$ cat config.mk
export PLATFORM = sky130hd
export DESIGN_NAME = contador_rst
export DESIGN_NICKNAME = d
export VERILOG_FILES = /design/src/rtl/contador_rst.sv
export SDC_FILE = /design/constraint.sdc
export NUM_CORES = 1
export LEC_CHECK = 0
export ABC_AREA = 1
export ABC_CLOCK_PERIOD_IN_PS = 1300
export CORE_AREA = 8 8 45 47
export CTS_BUF_LIST = sky130_fd_sc_hd__clkbuf_2 sky130_fd_sc_hd__clkbuf_4 sky130_fd_sc_hd__clkbuf_8
export CTS_CLUSTER_DIAMETER = 80
export CTS_CLUSTER_SIZE = 14
export DETAILED_ROUTE_END_ITERATION = 10
export DIE_AREA = 0 0 53 55
export GPL_TIMING_DRIVEN = 0
export PLACE_DENSITY_LB_ADDON = 0.12
export RECOVER_POWER = 50
export SLEW_MARGIN = 20
export SYNTH_ARGS = -nofsm -noshare
export SYNTH_HDL_FRONTEND = slang
export SYNTH_SLANG_ARGS = --single-unit
$ cat constraint.sdc
create_clock -name Clk -period 1.3 [get_ports Clk]
set_clock_uncertainty 0.1 [all_clocks]
set_input_delay 0.195 -clock Clk [delete_from_list [all_inputs] [get_ports Clk]]
set_output_delay 0.195 -clock Clk [all_outputs]
set_load 0.05 [all_outputs]
$ cat src/rtl/contador_rst.sv
// Modulo-(MAX+1) up-counter with synchronous active-high reset and count enable.
// Define CONTADOR_RST_TC_EN to add the combinational terminal-count output Tc.
module contador_rst #(
   parameter int WIDTH = 4,
   parameter int MAX   = 9
) (
   input  logic             Clk,
   input  logic             Rst,
   input  logic             En,
   output logic [WIDTH-1:0] Out
`ifdef CONTADOR_RST_TC_EN
   ,
   output logic             Tc
`endif
);

   localparam logic [WIDTH-1:0] MAX_V = WIDTH'(MAX);

   if (WIDTH < 1 || WIDTH > 31) begin : g_bad_width
      $error("contador_rst: WIDTH=%0d out of supported range 1..31", WIDTH);
   end

   if (MAX < 1 || MAX > (2 ** WIDTH) - 1) begin : g_bad_max
      $error("contador_rst: MAX=%0d must lie in 1..2**WIDTH-1", MAX);
   end

   // Using >= rather than == also recovers a power-up value above MAX.
   always_ff @(posedge Clk) begin
      if (Rst) begin
         Out <= '0;
      end else if (En) begin
         if (Out >= MAX_V) begin
            Out <= '0;
         end else begin
            Out <= Out + WIDTH'(1);
         end
      end
   end

`ifdef CONTADOR_RST_TC_EN
   // High during the cycle whose rising edge performs the wrap to 0.
   assign Tc = En & ~Rst & (Out == MAX_V);
`endif

endmodule

### Word level (Yosys, flattened, before mapping)

Cells that the tools add are included.

| word-level totals | value |
|---|---|
| bits of input ports | 3 |
| register bits after elaboration | 4 |
| output and inout bits | 4 |

| cells by class | value |
|---|---|
| $add $sub $neg | 1 |
| mux-type cells | 1 |
| order comparisons | 1 |

Operators with widths:

| cell | count |
|---|---|
| $add 4x1->4 const B | 1 |
| $ge 4x4->1 const B | 1 |
| $mux 4 | 1 |

### Depth between registers and ports, before layout

| depth | value |
|---|---|
| depth after elaboration | 2 |
| mapped depth | 7 |

### Least setup slack after synthesis

Ideal clock, no wire load.

| path | value |
|---|---|
| kind | reg-to-reg |
| start point | register Out[0] |
| end point | register Out[1] |
| required time | 1.082 ns |
| slack | -0.209 ns |
| cell stages (with the launch flop) | 7 |
| buffers on the path | 0 |
| clock period less this slack | 1.509 ns |
| arrival time | 1.291 ns |
| cell sequence | dfxtp_1 inv_1 ha_1 inv_1 nand2_1 o21ai_0 nor2_1 |

| between the ends | value |
|---|---|
| word-level cells in the longest chain between the ends | 2 |

RTL lines:

| what | line | RTL |
|---|---|---|
| from (decl) | 10 | `output logic [WIDTH-1:0] Out` |
| from (signal assigned) | 35 | `Out <= Out + WIDTH'(1);` |
| $add 4x1->4 / $ge 4x4->1 (equally long branches) | 35, 32 |  |
| $mux 4 (*) | 32 | `if (Out >= MAX_V) begin` |

Mark *: on every way between the ends. The rest lies on a longest branch, timed or not.
A chain may end at the register's enable or synchronous reset.

### Worst setup path in the final report

| path | value |
|---|---|
| start point | register Out[1] |
| end point | output Out[1] |

No word-level cell between the ends.

==> results.txt <==
----------------------------------------------------
[Outcome]
  Status ... completed

[Route]
  Initial drt markers ... 2
  First-pass detailed-route iteration total ... 2
  Via/cell ratio ... 3.50
  Average wire per cell in the routed design ... 8.64 µm
  Drt total wl ... 501 µm
  DRC violations left ... 0
  Vias ... 203
  Antenna viol nets, final ... 0

[CTS]
  Worst skew pair latency ... 0.23 ns
  CTS tree ... built
  Setup repair bufs after CTS ... 0
  Clock Root Buffer ... clkbuf_4
  Num Clock Sinks ... 4
  Post-cts sizing count ... 16
  Maximum clock insertion buffer count ... 2
  # hold bufs at CTS ... 0
  Reg clk slew, reported paths ... 0.04 ns
  Clock buffer count from CTS ... 3
  Level count of the clock H-tree ... 1

[Cells and area]
  Top library cells by usage in the layout, fill and taps aside ... nand2_1, inv_1, nor2_1
  Commonest non-fill, non-tap cell in the layout ... nand2_1
  Area taken by flip-flops and latches ... 82.6 µm²
  Most flops, register ... Out
  Count of filler cells inserted in the layout ... 163
  Area added between synthesis and finish ... 39.7%
  # diodes ... 0
  Fraction of final layout cells with drive strength greater than 1 ... 0.238
  Final design instance area without fill ... 322 µm²
  Nets ... 50
  Multi-input gate area ... 128 µm²
  Largest registers in the final layout ... Out (4)
  Max reg flops ... 4

[Place]
  IO Port Bufs ... 6
  Gpl congestion ... 0.670
  Post-Place Cell Area ... 313 µm²
  DP Worst Slack ... -0.218 ns
  Post-detailed-placement half-perimeter wirelength ... 385 µm

[Worst setup path]
  Nature of the critical path endpoint ... output port
  Data arrival at the endpoint of the critical path ... 0.96 ns
  CP top delay family ... buffers and inverters
  CP max stage delay ... 0.38 ns
  Cell Chain, Critical Path ... clkdlybuf4s15_2
  CP Class ... flop to output port
  Setup crit start kind ... flop
  Critical path buffer and inverter count ... 1
  Worst-path maximum fanout ... 5
  Highest-delay cell along the critical path ... clkdlybuf4s15_2
  Required arrival time at the worst endpoint ... 1.00 ns

[Timing]
  Worst Hold Margin ... 0.446 ns
  RSZ-0062 raised after global routing ... no
  Post-route clock period utilization ... 0.965
  Minimum period implied by the final worst setup slack ... 1.25 ns
  Final hold violation count ... 0
  Number of setup violations in the final report ... 0
  Transition time of the tightest slew-check pin ... 0.282 ns
  Worst Slack Setup Final ... 0.0461 ns
  Max Slew Vio Count ... 0
  Normalized max-slew margin ... 0.813
  Achievable frequency ... 798 MHz

[Global route]
  Gr usage total ... 0.0431
  Initial antenna violation count ... 0
  Largest net degree at the start of global routing ... 7
  Via count of the first global-routing pass ... 188
  Wire length of the first global-routing pass ... 828 µm
  GRT overflow ... 0

[Hold path]
  Path class of the lowest-slack min-delay path ... flop to flop

[Synthesis]
  Synthesized-area fraction occupied by and/or/nand/nor cells ... 0.272
  Instance count of the mapped netlist ... 33
  Post-synthesis instance area ... 230 µm²
  Adder-cell share of the synthesized area ... 0.163
  Compound-cell area share of the yosys netlist ... 0.0435
  Synthesized-area fraction occupied by xor and xnor cells ... 0.0761
  Mux cell area share after synthesis ... 0
  Syn. warnings ... 0
  Post-synth cell types ... 10
  Share of the yosys chip area belonging to registers ... 0.348
  Post-synthesis sequential element count ... 4
  Main combinational cell family by area after synthesis ... simple AND/OR/NAND/NOR gates
  Mean area per synthesized cell ... 6.98 µm²
  Total nets after synthesis ... 39

[Power]
  Total power divided by cell area ... 1160 mW/mm²
  Max rail drop VDD ... 0.000442 V
  Leakage ... 0.153 nW

[Die]
  Die Wd ... 53 µm
  Cell row count ... 14
  Number of primary I/O pins ... 7
  Area of the core ... 0.00138 mm²
  Height of the die ... 55 µm
  Effective utilization at floorplan ... 0.166
  Overall die area ... 0.00292 mm²

[Flow run]
  Max_cap viols ... 0

----------------------------------------------------
==> worst register-to-register path: cells and delay by family, from the launching register on <==
| kind | cells | cell delay, ns |
|---|---|---|
| adders and majority gates | 1 | 0.29 |
| DFF | 1 | 0.39 |
| AOI/OAI and AO/OA | 1 | 0.07 |
| buffers and inverters | 2 | 0.11 |
| and+or+nand+nor | 2 | 0.10 |
==> final timing paths <==
| kind | startpoint | end | slack, ns | depth (start not counted) |
|---|---|---|---|---|
| max | Out[1]$_SDFFE_PP0P_ | Out[1] | 0.05 | 1 |
| min | Out[3]$_SDFFE_PP0P_ | Out[3]$_SDFFE_PP0P_ | 0.45 | 3 |
| min reg2reg | Out[3]$_SDFFE_PP0P_ | Out[3]$_SDFFE_PP0P_ | 0.45 | 3 |
| max reg2reg | Out[0]$_SDFFE_PP0P_ | Out[1]$_SDFFE_PP0P_ | 0.14 | 6 |
==> cells in the mapped netlist <==
cell type / count / share of area
nand2_1: 9 / 0.15
inv_1: 6 / 0.098
nor2_1: 6 / 0.098
dfxtp_1: 4 / 0.35
ha_1: 3 / 0.16
nand2_2: 1 / 0.027
o21ai_0: 1 / 0.022
o21ai_1: 1 / 0.022
xnor2_1: 1 / 0.038
xor2_1: 1 / 0.038
==> where the power goes <==
group,internal (mW),total (mW),switching [mW]
logic,0.0284,0.0780,0.0495
registers,0.132,0.144,0.0112
clock network,0.103,0.151,0.0481
total,0.264,0.373,0.109
==> layer usage <==
metal / part of all wire / wire length [µm] / track usage / up-vias
li1: - / - / - / 114
met1: 0.51 / 258 / 0.0516 / 83
met2: 0.37 / 187 / 0.0430 / 6
met3: 0.11 / 55 / 0.0294 / 0
met4: 0 / 0 / 0.0517 / 0
met5: 0 / 0 / 0 / -
==> through the flow <==
stage | instances | power (mW) | util | setup TNS, ns
2_1_floorplan | 33 | 0.198 | - | 0
3_3_place_gp | 55 | 0.229 | 0.226 | -1.18
3_5_place_dp | 55 | 0.230 | 0.226 | -1.04
4_1_cts | 58 | 0.384 | 0.237 | 0
5_1_grt | 58 | 0.410 | 0.232 | 0
6_report | 58 | 0.373 | 0.232 | 0
==> final cells by class <==
| cell class | count | area share |
|---|---|---|
| sequential | 4 | 0.257 |
| clock buffer | 3 | 0.0700 |
| inverter | 6 | 0.0700 |
| tap | 16 | 0.0623 |
| timing repair buffer | 6 | 0.144 |
| multi-input combinational | 23 | 0.397 |
==> kinds of logic after synthesis <==
group / count (synthesis)
adders and majority gates: 3
xor gates and xnor gates: 2
buffers and inverters: 6
DFF: 4
and+or+nand+nor: 16
AOI/OAI and AO/OA: 2
No activity file was read; power rests on OpenSTA's default activity.
==> edit (config.mk and constraints unchanged) <==
The parameter `WIDTH` goes from 4 to 5.
--- a/src/rtl/contador_rst.sv
+++ b/src/rtl/contador_rst.sv
@@ -3,3 +3,3 @@
 module contador_rst #(
-   parameter int WIDTH = 4,
+   parameter int WIDTH = 5,
    parameter int MAX   = 9
Ports: changed (resized Out); port bits go from 7 to 8. No check against the original RTL was run, so the function may have changed too.
==> edit against the unedited design <==
- setup slack got worse by 5.2 ps
- cell area rose by 8.9%
- register-to-register slack lost 20 ps
- synthesized area is 5.4% higher
- sequential cell count rose by 1
- total power grew 20%
- worst hold slack worse by 360 ps
- wire length rose by 2.4%
- sequential power is 20% higher
- critical path type unchanged
- critical endpoint unchanged
==> edit: results (changes against the unedited design) <==
* Run status: finished, final reports clean
- The count of TritonRoute iterations in the first routing pass was 4 (+2).
- Worst setup slack for register-to-register paths: 120 ps (-20 ps)
- Number of DRC violations after detailed-routing iteration 0: 4 (+2)
- The worst setup slack after placement came to -205 ps (+13.1 ps).
- Critical path's slowest cell: sky130_fd_sc_hd__clkdlybuf4s15_2
- The number of different library cells in the post-synthesis netlist came to 12 (+2).
- Primary FF master, synth: sky130_fd_sc_hd__dfxtp_1
* GPL Wtd Cong: 0.619 (-7.7%)
* Fraction of layout instances using a drive strength above 1: 0.375 (+0.137)
* Setup Buffers After CTS: 0 (unchanged)
* Biggest area contributors in the synthesized netlist: sky130_fd_sc_hd__dfxtp_1 41%, sky130_fd_sc_hd__ha_1 10%, sky130_fd_sc_hd__nor2_1 9.3%
* Number of warnings printed during yosys synthesis: 0 (unchanged)
- The worst path arrival time was 960 ps (about the same).
- The final critical-path required period came to 1260 ps (+5.17 ps).
- Maximum number of pins on one net before global-route repair: 7 (unchanged)
- The total inserted antenna cells came to 0 (unchanged).
- Top post-synthesis cells by count: 6 x sky130_fd_sc_hd__nor2_1, 5 x sky130_fd_sc_hd__dfxtp_1, 5 x sky130_fd_sc_hd__nand2_1
* Leakage dissipation: 0.158 nW (+2.8%)
* Initial antenna violation count: 0 (unchanged)
- Clock-pin slew was measured on the worst setup and hold paths at 50 ps.
* H-tree level count: 1 (unchanged)
* # port buffers: 6 (unchanged)
* Peak supply drop: 369 uV (-17%)
- Largest stage delay, worst path: 370 ps
- Area of placed instances: 330 um^2 (+5.6%)
* Total number of vias: 207 (+2.0%)
- Global-route usage over all layers: 0.0470 (+0.00387)
* Post-synth ARST share: 0 (unchanged)
- Detail-routed net length per standard cell: 9.16 um (+6.1%)
- Library cell used as clock root buffer: sky130_fd_sc_hd__clkbuf_4
* Syn Nets: 35 (-10%)
- The kind of cell with the highest combined delay along the critical path is buffers and inverters.
* Wire length of the first global-routing pass: 910 um (+9.9%)
- TritonCTS buffer count: 3 (unchanged)
* Slew at the pin closest to its max-slew limit: 282 ps (-0.0176 ps)
- The sequential cell area fraction in the yosys report was 0.412 (+0.0645).
- Top flop regs: Out: 5 flops
- Worst hold path type: in -> reg
- Sum of net half-perimeters after detailed placement: 397 um (+3.1%)
* Number of buffers between clock root and the deepest sink: 2 (unchanged)
- For the worst-skew pair, the clock arrives at the later sink with an insertion delay of 240 ps.
* Biggest fanout along the worst timing path: 5 (unchanged)
- The layout net count was 46 (-8.0%).
## edit: kinds of logic after synthesis
group                    count (synthesis)  share of synthesized area
AND/OR/NAND/NOR                         14                      0.242
buffers and inverters                    5                     0.0928
flip-flops                               5                      0.412
XOR/XNOR                                 3                      0.108
adder cells (fa/ha/maj)                  2                      0.103
multiplexers                             1                     0.0412
## edit: final timing paths
check          from  endpoint  cells after the start
max reg2reg  Out[1]    Out[0]                      9
min reg2reg  Out[4]    Out[4]                      2
max          Out[1]    Out[1]                      1
min              En    Out[4]                      2
## edit: per-stage QoR
| stage | cells | setup TNS (ps) | hold slack, ps |
|---|---|---|---|
| finish | 56 | 0 | 81.6 |
| global route | 56 | 0 | 77.1 |
| CTS | 56 | 0 | 79.1 |
| detailed placement | 52 | -784 | 335 |
| global placement | 52 | -766 | 334 |
| floorplan | 30 | 0 | 172 |
## edit: final cells by class
class                      count  area (um^2)
inverter                       4         15.0
fill                         151         1030
sequential                     5          108
timing repair buffer           6         47.5
tap                           16         20.0
buffer                         1         7.51
clock buffer                   4         30.0
multi-input combinational     20          123
## edit: timing repair
action,4_1_cts,5_1_grt
endpoints found under the setup margin,5,5
resized for setup,17,6
pin swaps,0,1
## edit: power by group
| part | internal (mW) | total [mW] | switching (mW) |
|---|---|---|---|
| registers | 0.161 | 0.173 | 0.0113 |
| clock network | 0.137 | 0.201 | 0.0638 |
| logic | 0.0268 | 0.0730 | 0.0462 |
## edit: per-layer routing
layer | share of wire | routed length [um] | track usage | vias to the layer above
li1 | - | - | - | 111
met1 | 0.55 | 283 | 0.0548 | 89
met2 | 0.38 | 193 | 0.0508 | 5
met3 | 0.053 | 27 | 0.0241 | 2
met4 | 0.018 | 9 | 0.0647 | 0
met5 | 0 | 0 | 0 | -
